--- src/rtl/vga_line_scheduler_pkg.sv ---
// Shared 640x480 VGA timing constants, NES line geometry and the scheduler state type.
package vga_line_scheduler_pkg;

    localparam int VGA_COORD_BITWIDTH = 11;

    localparam int VGA_H_VISIBLE = 640;
    localparam int VGA_H_FRONT   = 16;
    localparam int VGA_H_SYNC    = 96;
    localparam int VGA_H_BACK    = 48;
    localparam int VGA_H_TOTAL   = VGA_H_VISIBLE + VGA_H_FRONT + VGA_H_SYNC + VGA_H_BACK;

    localparam int VGA_V_VISIBLE = 480;
    localparam int VGA_V_FRONT   = 10;
    localparam int VGA_V_SYNC    = 2;
    localparam int VGA_V_BACK    = 33;
    localparam int VGA_V_TOTAL   = VGA_V_VISIBLE + VGA_V_FRONT + VGA_V_SYNC + VGA_V_BACK;

    localparam int NES_VISIBLE_LINES = 240;
    localparam int VGA_LINE_REPEAT   = VGA_V_VISIBLE / NES_VISIBLE_LINES;

    typedef enum logic {
        WAIT_FIRST = 1'b0,
        RUN        = 1'b1
    } sched_state_e;

    // Width of a counter that counts 0..repeat_count-1, never narrower than one bit.
    function automatic int rep_width(input int repeat_count);
        return (repeat_count > 1) ? $clog2(repeat_count) : 1;
    endfunction

endpackage

--- src/rtl/vga_line_scheduler_if.sv ---
// Line-buffer handshake plus VGA timing outputs of the line scheduler.
interface vga_line_scheduler_if #(
    parameter int COORD_BITWIDTH = 11
);
    logic [1:0]                lines_available;
    logic                      line_advance;
    logic [COORD_BITWIDTH-1:0] vga_x;
    logic [COORD_BITWIDTH-1:0] vga_y;
    logic                      visible;
    logic                      hsync;
    logic                      vsync;
    logic [7:0]                nes_line;
    logic                      frame_start;
    logic                      underrun;
    logic                      running;

    modport master (
        input  lines_available,
        output line_advance, vga_x, vga_y, visible, hsync, vsync,
               nes_line, frame_start, underrun, running
    );

    modport slave (
        output lines_available,
        input  line_advance, vga_x, vga_y, visible, hsync, vsync,
               nes_line, frame_start, underrun, running
    );
endinterface

--- src/rtl/vga_line_scheduler_timing_counter.sv ---
// VGA x/y raster counters with registered syncs and visible flag derived from next-state counters.
module vga_timing_counter
    import vga_line_scheduler_pkg::*;
#(
    parameter int COORD_BITWIDTH = VGA_COORD_BITWIDTH,
    parameter int H_VISIBLE      = VGA_H_VISIBLE,
    parameter int H_FRONT        = VGA_H_FRONT,
    parameter int H_SYNC         = VGA_H_SYNC,
    parameter int H_BACK         = VGA_H_BACK,
    parameter int V_VISIBLE      = VGA_V_VISIBLE,
    parameter int V_FRONT        = VGA_V_FRONT,
    parameter int V_SYNC         = VGA_V_SYNC,
    parameter int V_BACK         = VGA_V_BACK
) (
    input  logic                      i_clk,
    input  logic                      i_reset_n,
    input  logic                      en_i,
    input  logic                      run_i,
    output logic [COORD_BITWIDTH-1:0] x_o,
    output logic [COORD_BITWIDTH-1:0] y_o,
    output logic [COORD_BITWIDTH-1:0] x_next_o,
    output logic [COORD_BITWIDTH-1:0] y_next_o,
    output logic                      hsync_o,
    output logic                      vsync_o,
    output logic                      visible_o
);
    localparam int H_TOTAL = H_VISIBLE + H_FRONT + H_SYNC + H_BACK;
    localparam int V_TOTAL = V_VISIBLE + V_FRONT + V_SYNC + V_BACK;

    localparam logic [COORD_BITWIDTH-1:0] X_LAST   = COORD_BITWIDTH'(H_TOTAL - 1);
    localparam logic [COORD_BITWIDTH-1:0] Y_LAST   = COORD_BITWIDTH'(V_TOTAL - 1);
    localparam logic [COORD_BITWIDTH-1:0] X_VIS    = COORD_BITWIDTH'(H_VISIBLE);
    localparam logic [COORD_BITWIDTH-1:0] Y_VIS    = COORD_BITWIDTH'(V_VISIBLE);
    localparam logic [COORD_BITWIDTH-1:0] HS_START = COORD_BITWIDTH'(H_VISIBLE + H_FRONT);
    localparam logic [COORD_BITWIDTH-1:0] HS_END   = COORD_BITWIDTH'(H_VISIBLE + H_FRONT + H_SYNC);
    localparam logic [COORD_BITWIDTH-1:0] VS_START = COORD_BITWIDTH'(V_VISIBLE + V_FRONT);
    localparam logic [COORD_BITWIDTH-1:0] VS_END   = COORD_BITWIDTH'(V_VISIBLE + V_FRONT + V_SYNC);

    logic [COORD_BITWIDTH-1:0] x_q, x_d;
    logic [COORD_BITWIDTH-1:0] y_q, y_d;
    logic                      hsync_q, hsync_d;
    logic                      vsync_q, vsync_d;
    logic                      visible_q, visible_d;

    always_comb begin
        x_d = x_q;
        y_d = y_q;
        if (en_i) begin
            if (x_q == X_LAST) begin
                x_d = '0;
                y_d = (y_q == Y_LAST) ? '0 : y_q + 1'b1;
            end else begin
                x_d = x_q + 1'b1;
            end
        end
        // Decoding the next-state counters keeps syncs aligned with the registered x/y.
        hsync_d   = !((x_d >= HS_START) && (x_d < HS_END));
        vsync_d   = !((y_d >= VS_START) && (y_d < VS_END));
        visible_d = run_i && (x_d < X_VIS) && (y_d < Y_VIS);
    end

    always_ff @(posedge i_clk or negedge i_reset_n) begin
        if (!i_reset_n) begin
            x_q       <= '0;
            y_q       <= '0;
            hsync_q   <= 1'b1;
            vsync_q   <= 1'b1;
            visible_q <= 1'b0;
        end else begin
            x_q       <= x_d;
            y_q       <= y_d;
            hsync_q   <= hsync_d;
            vsync_q   <= vsync_d;
            visible_q <= visible_d;
        end
    end

    assign x_o       = x_q;
    assign y_o       = y_q;
    assign x_next_o  = x_d;
    assign y_next_o  = y_d;
    assign hsync_o   = hsync_q;
    assign vsync_o   = vsync_q;
    assign visible_o = visible_q;

endmodule

--- src/rtl/vga_line_scheduler.sv ---
// Paces NES line-buffer reads against VGA raster timing: waits for the first line, repeats each
// NES line LINE_REPEAT times, then releases it with a one-cycle advance pulse.
module vga_line_scheduler
    import vga_line_scheduler_pkg::*;
#(
    parameter int COORD_BITWIDTH = VGA_COORD_BITWIDTH,
    parameter int H_VISIBLE      = VGA_H_VISIBLE,
    parameter int H_FRONT        = VGA_H_FRONT,
    parameter int H_SYNC         = VGA_H_SYNC,
    parameter int H_BACK         = VGA_H_BACK,
    parameter int V_VISIBLE      = VGA_V_VISIBLE,
    parameter int V_FRONT        = VGA_V_FRONT,
    parameter int V_SYNC         = VGA_V_SYNC,
    parameter int V_BACK         = VGA_V_BACK,
    parameter int LINE_REPEAT    = VGA_LINE_REPEAT
) (
    input logic                  i_clk,
    input logic                  i_reset_n,
    vga_line_scheduler_if.master bus
);
    localparam int REP_W     = rep_width(LINE_REPEAT);
    localparam int NES_LINES = V_VISIBLE / LINE_REPEAT;

    localparam logic [REP_W-1:0]          REP_LAST = REP_W'(LINE_REPEAT - 1);
    localparam logic [7:0]                NES_LAST = 8'(NES_LINES - 1);
    localparam logic [COORD_BITWIDTH-1:0] X_DECIDE = COORD_BITWIDTH'(H_VISIBLE);
    localparam logic [COORD_BITWIDTH-1:0] Y_VIS    = COORD_BITWIDTH'(V_VISIBLE);

    sched_state_e              state_q, state_d;
    logic [REP_W-1:0]          rep_q, rep_d;
    logic [7:0]                nes_q, nes_d;
    logic                      adv_q, adv_d;
    logic                      und_q, und_d;
    logic                      fs_q, fs_d;
    logic                      count_en;
    logic                      run_next;
    logic [COORD_BITWIDTH-1:0] x_cur, y_cur, x_next, y_next;
    logic                      hsync, vsync, visible;

    // Counters only move once RUN is registered, so the first RUN cycle shows x=0,y=0.
    assign count_en = (state_q == RUN);
    assign run_next = (state_d == RUN);

    vga_timing_counter #(
        .COORD_BITWIDTH(COORD_BITWIDTH),
        .H_VISIBLE     (H_VISIBLE),
        .H_FRONT       (H_FRONT),
        .H_SYNC        (H_SYNC),
        .H_BACK        (H_BACK),
        .V_VISIBLE     (V_VISIBLE),
        .V_FRONT       (V_FRONT),
        .V_SYNC        (V_SYNC),
        .V_BACK        (V_BACK)
    ) u_timing (
        .i_clk    (i_clk),
        .i_reset_n(i_reset_n),
        .en_i     (count_en),
        .run_i    (run_next),
        .x_o      (x_cur),
        .y_o      (y_cur),
        .x_next_o (x_next),
        .y_next_o (y_next),
        .hsync_o  (hsync),
        .vsync_o  (vsync),
        .visible_o(visible)
    );

    always_comb begin
        state_d = state_q;
        rep_d   = rep_q;
        nes_d   = nes_q;
        adv_d   = 1'b0;
        und_d   = 1'b0;
        fs_d    = 1'b0;
        case (state_q)
            WAIT_FIRST: begin
                if (bus.lines_available != 2'd0) begin
                    state_d = RUN;
                    fs_d    = 1'b1;
                end
            end
            RUN: begin
                if ((x_next == '0) && (y_next == '0)) begin
                    rep_d = '0;
                    nes_d = '0;
                    fs_d  = 1'b1;
                end
                // One decision per visible line; an underrun keeps rep_q so the next line retries.
                if ((x_next == X_DECIDE) && (y_next < Y_VIS)) begin
                    if (rep_q < REP_LAST) begin
                        rep_d = rep_q + 1'b1;
                    end else if (bus.lines_available != 2'd0) begin
                        adv_d = 1'b1;
                        rep_d = '0;
                        if (nes_q < NES_LAST) nes_d = nes_q + 1'b1;
                    end else begin
                        und_d = 1'b1;
                    end
                end
            end
            default: state_d = WAIT_FIRST;
        endcase
    end

    always_ff @(posedge i_clk or negedge i_reset_n) begin
        if (!i_reset_n) begin
            state_q <= WAIT_FIRST;
            rep_q   <= '0;
            nes_q   <= '0;
            adv_q   <= 1'b0;
            und_q   <= 1'b0;
            fs_q    <= 1'b0;
        end else begin
            state_q <= state_d;
            rep_q   <= rep_d;
            nes_q   <= nes_d;
            adv_q   <= adv_d;
            und_q   <= und_d;
            fs_q    <= fs_d;
        end
    end

    assign bus.line_advance = adv_q;
    assign bus.vga_x        = x_cur;
    assign bus.vga_y        = y_cur;
    assign bus.visible      = visible;
    assign bus.hsync        = hsync;
    assign bus.vsync        = vsync;
    assign bus.nes_line     = nes_q;
    assign bus.frame_start  = fs_q;
    assign bus.underrun     = und_q;
    assign bus.running      = (state_q == RUN);

endmodule

--- src/flat_wrapper.sv ---
// flat-port wrapper written by rule: the top's interface ports become plain ports
module vga_line_scheduler_flat import vga_line_scheduler_pkg::*;
#(
    parameter int COORD_BITWIDTH = VGA_COORD_BITWIDTH,
    parameter int H_VISIBLE      = VGA_H_VISIBLE,
    parameter int H_FRONT        = VGA_H_FRONT,
    parameter int H_SYNC         = VGA_H_SYNC,
    parameter int H_BACK         = VGA_H_BACK,
    parameter int V_VISIBLE      = VGA_V_VISIBLE,
    parameter int V_FRONT        = VGA_V_FRONT,
    parameter int V_SYNC         = VGA_V_SYNC,
    parameter int V_BACK         = VGA_V_BACK,
    parameter int LINE_REPEAT    = VGA_LINE_REPEAT
)
  (i_clk, i_reset_n, bus_lines_available, bus_line_advance, bus_vga_x, bus_vga_y, bus_visible, bus_hsync, bus_vsync, bus_nes_line, bus_frame_start, bus_underrun, bus_running);
  vga_line_scheduler_if #(.COORD_BITWIDTH(COORD_BITWIDTH)) bus_i ();
  input logic i_clk;
  input logic i_reset_n;
  input wire logic [$bits(bus_i.lines_available)-1:0] bus_lines_available;
  output wire logic [$bits(bus_i.line_advance)-1:0] bus_line_advance;
  output wire logic [$bits(bus_i.vga_x)-1:0] bus_vga_x;
  output wire logic [$bits(bus_i.vga_y)-1:0] bus_vga_y;
  output wire logic [$bits(bus_i.visible)-1:0] bus_visible;
  output wire logic [$bits(bus_i.hsync)-1:0] bus_hsync;
  output wire logic [$bits(bus_i.vsync)-1:0] bus_vsync;
  output wire logic [$bits(bus_i.nes_line)-1:0] bus_nes_line;
  output wire logic [$bits(bus_i.frame_start)-1:0] bus_frame_start;
  output wire logic [$bits(bus_i.underrun)-1:0] bus_underrun;
  output wire logic [$bits(bus_i.running)-1:0] bus_running;
  assign bus_i.lines_available = bus_lines_available;
  assign bus_line_advance = bus_i.line_advance;
  assign bus_vga_x = bus_i.vga_x;
  assign bus_vga_y = bus_i.vga_y;
  assign bus_visible = bus_i.visible;
  assign bus_hsync = bus_i.hsync;
  assign bus_vsync = bus_i.vsync;
  assign bus_nes_line = bus_i.nes_line;
  assign bus_frame_start = bus_i.frame_start;
  assign bus_underrun = bus_i.underrun;
  assign bus_running = bus_i.running;
  vga_line_scheduler #(.COORD_BITWIDTH(COORD_BITWIDTH), .H_VISIBLE(H_VISIBLE), .H_FRONT(H_FRONT), .H_SYNC(H_SYNC), .H_BACK(H_BACK), .V_VISIBLE(V_VISIBLE), .V_FRONT(V_FRONT), .V_SYNC(V_SYNC), .V_BACK(V_BACK), .LINE_REPEAT(LINE_REPEAT)) u_core (.i_clk(i_clk), .i_reset_n(i_reset_n), .bus(bus_i));
endmodule
--- config.mk ---
export PLATFORM = sky130hd
export DESIGN_NAME = vga_line_scheduler_flat
export DESIGN_NICKNAME = d
export VERILOG_FILES = /design/src/rtl/vga_line_scheduler_pkg.sv /design/src/rtl/vga_line_scheduler_if.sv /design/src/rtl/vga_line_scheduler_timing_counter.sv /design/src/rtl/vga_line_scheduler.sv /design/src/flat_wrapper.sv
export SDC_FILE = /design/constraint.sdc
export NUM_CORES = 1
export LEC_CHECK = 0
export CAP_MARGIN = 20
export CORE_MARGIN = 2
export CORE_UTILIZATION = 45
export DETAILED_ROUTE_END_ITERATION = 16
export GPL_ROUTABILITY_DRIVEN = 0
export PLACE_DENSITY = 0.81
export REMOVE_ABC_BUFFERS = 1
export SYNTH_ARGS = -nofsm -noshare
export SYNTH_HDL_FRONTEND = slang
export SYNTH_HIERARCHICAL = 1
export SYNTH_SLANG_ARGS = --single-unit
--- constraint.sdc ---
create_clock -name i_clk -period 3.5 [get_ports i_clk]
set_input_delay 0.7 -clock i_clk [delete_from_list [all_inputs] [get_ports i_clk]]
set_output_delay 0.7 -clock i_clk [all_outputs]
set_load 0.01 [all_outputs]
==> results of run 1 <==
## sequential cells by signal, indices dropped and copies added, names as in the netlist
register	cells
u_core/u_timing/y_o	11
u_core/bus.running	1
u_core/bus.frame_start	1
u_core/bus.underrun	1
u_core/u_timing/visible_o	1
u_core/rep_q	1
u_core/u_timing/hsync_o	1
u_core/u_timing/x_o	11
u_core/bus.nes_line	8
u_core/bus.line_advance	1
u_core/u_timing/vsync_o	1
## cell usage after synthesis, drive strengths merged
cell / n / area, um^2
nor3: 7 / 46.3
dfrtp: 36 / 901
o22ai: 1 / 6.26
and2: 3 / 20.0
xor2: 7 / 61.3
nor2: 16 / 60.1
o2bb2ai: 4 / 35.0
or3b: 1 / 8.76
a22o: 4 / 35.0
nor4: 9 / 108
nor4bb: 1 / 10.0
nor2b: 3 / 18.8
a21oi: 5 / 25.0
or3: 3 / 18.8
nand3: 16 / 85.1
ha: 4 / 50.1
o21a: 1 / 7.51
nand3b: 1 / 7.51
inv: 7 / 26.3
dfstp: 2 / 52.6
buf: 1 / 5.00
and3: 10 / 63.8
or4: 4 / 41.3
mux2i: 5 / 50.1
nor3b: 4 / 30.0
mux2: 2 / 26.3
nor4b: 2 / 17.5
nand2: 14 / 60.1
and4: 1 / 8.76
a31oi: 3 / 18.8
o31ai: 1 / 7.51
o21ai: 10 / 53.8
xnor2: 7 / 61.3
clkbuf: 2 / 7.51
nand4: 6 / 37.5
## logic make-up after synthesis
family	after synthesis	synth area share, %
compound gates	29	9.12
xor+xnor	14	5.92
fa+ha+maj	4	2.42
buf+inv	10	1.87
flops	38	46.0
mux	7	3.68
simple gates	101	31.0
## worst max path at each step
| stage | from | to | slack, ns | cells past startpoint |
|---|---|---|---|---|
| after floorplan | u_core/bus.running$_DFF_PN0_ | u_core/bus.nes_line[0]$_DFFE_PN0P_ | 0.03 | 11 |
| after global placement | u_core/u_timing/x_o[6]$_DFF_PN0_ | u_core/bus.nes_line[0]$_DFFE_PN0P_ | 0.30 | 10 |
| after detailed placement | u_core/u_timing/x_o[6]$_DFF_PN0_ | u_core/bus.nes_line[0]$_DFFE_PN0P_ | 0.26 | 10 |
| after CTS | u_core/u_timing/x_o[0]$_DFF_PN0_ | u_core/bus.nes_line[0]$_DFFE_PN0P_ | 0.24 | 11 |
| after global routing | u_core/u_timing/x_o[0]$_DFF_PN0_ | u_core/bus.nes_line[0]$_DFFE_PN0P_ | 0.04 | 11 |
| final | u_core/u_timing/x_o[0]$_DFF_PN0_ | u_core/bus.nes_line[0]$_DFFE_PN0P_ | 0.25 | 11 |
## layout make-up
cell class	instances	area, um^2	share of cell area, %
multi-input cells	155	1080	40.3
well taps	52	65.1	2.42
repair buffers	43	418	15.5
flip-flops and latches	38	953	35.5
clock inverters	2	60.1	2.23
inverters	7	26.3	0.978
clock buffers	6	82.6	3.07
## routing by layer
metal | vias up | track usage, %
met5 | - | 0
met4 | 0 | 6.92
met1 | 856 | 27.6
met3 | 10 | 5.63
met2 | 67 | 29.7
li1 | 843 | -
## worst max-delay path: stages, from the launching register on
cell     delay (ns)
dfrtp_1        0.41
ha_1           0.21
nand3_1        0.22
or4_4          0.65
nor3_4         0.21
mux2i_1        0.29
inv_1          0.12
nand4_1        0.09
nand3_1        0.18
nor4_4         0.33
o21ai_2        0.16
mux2_4         0.28
## cell usage in the layout, fill, tap and decap left out, types with 3 or more instances in the layout
cell type	Yosys	final
or3_1	3	3
nand4_1	6	6
a21oi_1	5	5
a31oi_1	3	3
nor4_4	3	3
a22o_1	4	4
clkdlybuf4s50_1	0	39
xnor2_1	7	7
clkbuf_8	0	6
inv_1	7	7
nor3_1	6	6
dfrtp_1	36	36
o2bb2ai_1	4	4
xor2_1	7	7
nand3_1	15	15
or4_4	3	3
nor4_1	5	5
buf_4	0	3
nor2b_1	3	3
nor3b_1	4	4
o21ai_0	7	7
nor2_1	16	15
mux2i_1	5	5
and3_1	9	9
ha_1	4	4
nand2_1	13	13
## power by group
group | leakage [nW] | internal (mW) | switching, mW | total [mW]
Sequential | 0.496 | 0.497 | 0.0787 | 0.576
Combinational | 0.598 | 0.201 | 0.209 | 0.410
Clock | 0.0714 | 0.304 | 0.151 | 0.455
## what timing repair did
item | in CTS | in global routing
endpoints found under the setup margin | 0 | 1
hold buffers | 0 | 0
gates resized for setup | 0 | 1
## per-stage QoR
step | instance area (um^2) | std cells
5_1_grt | 2690 | 303
2_1_floorplan | 2060 | 200
4_1_cts | 2690 | 303
6_report | 2690 | 303
3_3_place_gp | 2540 | 295
3_5_place_dp | 2540 | 295
==> impl_metrics.yaml, run 1 <==
route:
  wl_met2_um: 2220
  wl_um: 4800
  drcViolationCount: 0
  drtPass1Iterations: 4
  detail_route.vias_per_cell: 5.86
  drt_iter0_drc: 162
  vias: 1776
  postRouteAntennaNets: 0
  m1WireLength_um: 2100
  avgRoutedWirePerCell_um: 15.8
  top_layer: "met4"
  route.met3.wl_um: 394
worst_setup_path:
  rrSetupSlack_ns: 0.25
  worstReg2RegEnd: "u_core/bus.nes_line[0]$_DFFE_PN0P_"
  cp-start-kind: "register"
  crit_required_ns: 3.67
  cp.arrival_ns: 3.43
  path_max_fanout: 7
  path_class: "reg -> reg"
  worstSetupEndpointType: "register"
  timing.rr.start: "u_core/u_timing/x_o[0]$_DFF_PN0_"
  reg2reg_depth: 11
synth:
  syn_area_um2: 2070
  synth_cell_types: 46
  ys_seq_area_share_pct: 46.0
  yosys_warnings: 6
  syn_inst: 203
  avgSynthCellArea_um2: 10.2
  ys_seq_elements: 38
placement:
  post-dp-hpwl_um: 3490
  place.port_buffers: 40
  pre_cts_slack_ns: 0.263
die:
  die_area_um2: 5160
  initial_core_util_pct: 47.3
  die_x_um: 71.9
  io-pin-count: 41
  core-area_um2: 4380
  die_h_um: 71.9
  rows: 24
sta:
  max_clock_freq_mhz: 307
  tightest_slew_ns: 0.831
  period_share_pct: 93.0
  min_period_ns: 3.25
  hold_viol: 0
  totalNegativeSetupSlack_ns: 0
  rsz0062_at_grt: "no"
  timing.hold.ws_ns: 0.500
  relSlewSlack_pct: 44.6
  slew_viol_final: 0
  fin_ws_ns: 0.247
  fin_skew_ns: 0.00745
  setup_viol: 0
power_and_ir_drop:
  power_leakage_nw: 1.17
  power_mw: 1.44
  irDropWorstVdd_v: 0.000237
  power_density_nw_per_um2: 536
clocking:
  cts_sinks: 38
  path_clk_slew_ns: 0.07
  cts_buffer_depth: 2
  cts_inserted_buffers: 5
  cts_tree: "done"
  insertion_delay_ns: 0.29
  root_buffer: "clkbuf_8"
  post_cts_buffers: 0
  cts_htree_levels: 2
final_layout:
  drive_gt1_share_pct: 12.0
  post-route-util_pct: 61.3
  syn2layout_area_growth_pct: 29.7
  diodes: 0
  finalNetCount: 258
  fill_cells: 359
global_routing:
  grt_pass1_vias: 1627
  antenna_found_initial: 0
  grt_pass1_wl_um: 7950
  gr-total-overflow: 0
  gr-usage-all-layers_pct: 19.8
  grt_max_degree: 39
hold_path:
  min_path_type: "in -> async"
outcome:
  status: "completed"
run:
  max_cap_viol_count: 0
Power figures use the tool's default switching activity.
==> run 2: changes to the inputs <==
- CORE_MARGIN: 2 -> unset
==> run 2 against run 1 <==
Sequential share of layout area grew 0.35 points. Fmax shrank 0.41%. Power shrank 5.4%. Flip-flop and latch count is the same. Clock skew grew 0.0031 ns. Utilization shrank 0.60 points. Critical endpoint unchanged. Largest cell class unchanged. Largest power group unchanged.
==> impl_metrics.yaml, run 2 (same netlist as run 1, synthesis figures left out) <==
final_layout:
  syn2layout_area_growth_pct: 28.4
  drive_gt1_share_pct: 12.0
  final_common_cell: "clkdlybuf4s50_1"
  fin_area_um2: 2660
  fill_cells: 373
  finalNetCount: 258
  diodes: 0
  final_cell_mix: "39 x clkdlybuf4s50_1, 36 x dfrtp_1, 16 x nor2_1, 14 x nand3_1, 13 x nand2_1"
  post-route-util_pct: 60.7
route:
  avgRoutedWirePerCell_um: 15.9
  drt_iter0_drc: 198
  postRouteAntennaNets: 0
  wl_um: 4820
  drtPass1Iterations: 4
  drcViolationCount: 0
  detail_route.vias_per_cell: 5.82
  vias: 1764
worst_setup_path:
  path_class: "reg -> reg"
  rrSetupSlack_ns: 0.23
  path_max_fanout: 7
  cp.arrival_ns: 3.46
  worstSetupEndpointType: "register"
  critPathLaunch: "u_core/u_timing/x_o[6]$_DFF_PN0_"
  timing.rr.start: "u_core/u_timing/x_o[6]$_DFF_PN0_"
  cp-start-kind: "register"
  reg2reg_depth: 10
  crit_required_ns: 3.69
  worstReg2RegEnd: "u_core/bus.nes_line[0]$_DFFE_PN0P_"
  cp-endpoint: "u_core/bus.nes_line[0]$_DFFE_PN0P_"
global_routing:
  gr-usage-all-layers_pct: 20.6
  grt_max_degree: 39
  antenna_found_initial: 0
  gr-total-overflow: 0
  grt_pass1_vias: 1687
  grt_pass1_wl_um: 7920
die:
  core-area_um2: 4380
  die_h_um: 69.9
  rows: 24
  die_area_um2: 4880
  io-pin-count: 41
  die_x_um: 69.9
  initial_core_util_pct: 47.3
sta:
  slew_viol_final: 0
  timing.hold.ws_ns: 0.495
  max_clock_freq_mhz: 306
  fin_skew_ns: 0.0106
  relSlewSlack_pct: 44.0
  setup_viol: 0
  totalNegativeSetupSlack_ns: 0
  hold_viol: 0
  period_share_pct: 93.3
  min_period_ns: 3.27
  tightest_slew_ns: 0.840
  rsz0062_at_grt: "no"
clocking:
  cts_sinks: 38
  cts_hold_repair.buffers: 0
  cts_inserted_buffers: 5
  cts_buffer_depth: 2
  root_buffer: "clkbuf_8"
  path_clk_slew_ns: 0.08
  cts_tree: "done"
  insertion_delay_ns: 0.30
  cts_htree_levels: 2
placement:
  post-dp-hpwl_um: 3550
  place.port_buffers: 40
  placed_area_um2: 2540
hold_path:
  min_path_type: "in -> async"
outcome:
  status: "completed"
power_and_ir_drop:
  power_mw: 1.36
  irDropWorstVdd_v: 0.000247
  power_leakage_nw: 1.15
  power_density_nw_per_um2: 512
run:
  max_cap_viol_count: 0
run 2: layer usage:
layer  up-vias  share of wire, %  track usage (%)  routed length, um
met2        54                46             32.4               2240
met5         -                 0                0                  0
met3         8               6.1             6.20                293
met4         0               1.3             5.11                 63
li1        849                 -                -                  -
met1       853                46             28.1               2220
run 2: how the worst min path moves through the flow:
| stage | to | slack, ns |
|---|---|---|
| floorplan | u_core/bus.frame_start$_DFF_PN0_ | 0.40 |
| global placement | u_core/rep_q$_DFFE_PN0P_ | 0.50 |
| detailed placement | u_core/rep_q$_DFFE_PN0P_ | 0.51 |
| CTS | u_core/rep_q$_DFFE_PN0P_ | 0.51 |
| global route | u_core/rep_q$_DFFE_PN0P_ | 0.52 |
| finish | u_core/bus.nes_line[1]$_DFFE_PN0P_ | 0.49 |
run 2: final cells by class:
class,count,area [um^2],area share (%)
Sequential cell,38,953,35.8
Clock inverter,3,45.0,1.69
Tap cell,52,65.1,2.44
Clock buffer,5,68.8,2.59
Timing Repair Buffer,43,418,15.7
Inverter,7,26.3,0.987
Multi-Input combinational cell,155,1080,40.8
run 2: critical path: stages, from the launching register on:
cell and delay (ns):
dfrtp_1 0.43, or4_4 0.57, or4_4 0.50, nor3_4 0.21, mux2i_1 0.30, inv_1 0.12, nor4_1 0.24, nand3_1 0.11
nor2_1 0.25, o21ai_2 0.17, mux2_4 0.27
run 2: report_power, final:
part	total, mW	leakage [nW]	switching (mW)	internal (mW)
logic	0.409	0.600	0.207	0.201
clock network	0.377	0.0504	0.165	0.212
registers	0.577	0.496	0.0805	0.497
total	1.36	1.15	0.453	0.910
run 2: repair_timing:
action / CTS / global route
endpoints found under the setup margin: 0 / 2
gates resized for setup: 0 / 1
setup buffers: 0 / 0
run 2: through the flow:
stage	std cells	setup WS, ns
2_1_floorplan	200	0.0266
3_3_place_gp	295	0.303
3_5_place_dp	295	0.287
4_1_cts	303	0.246
5_1_grt	303	0.0759
6_report	303	0.233
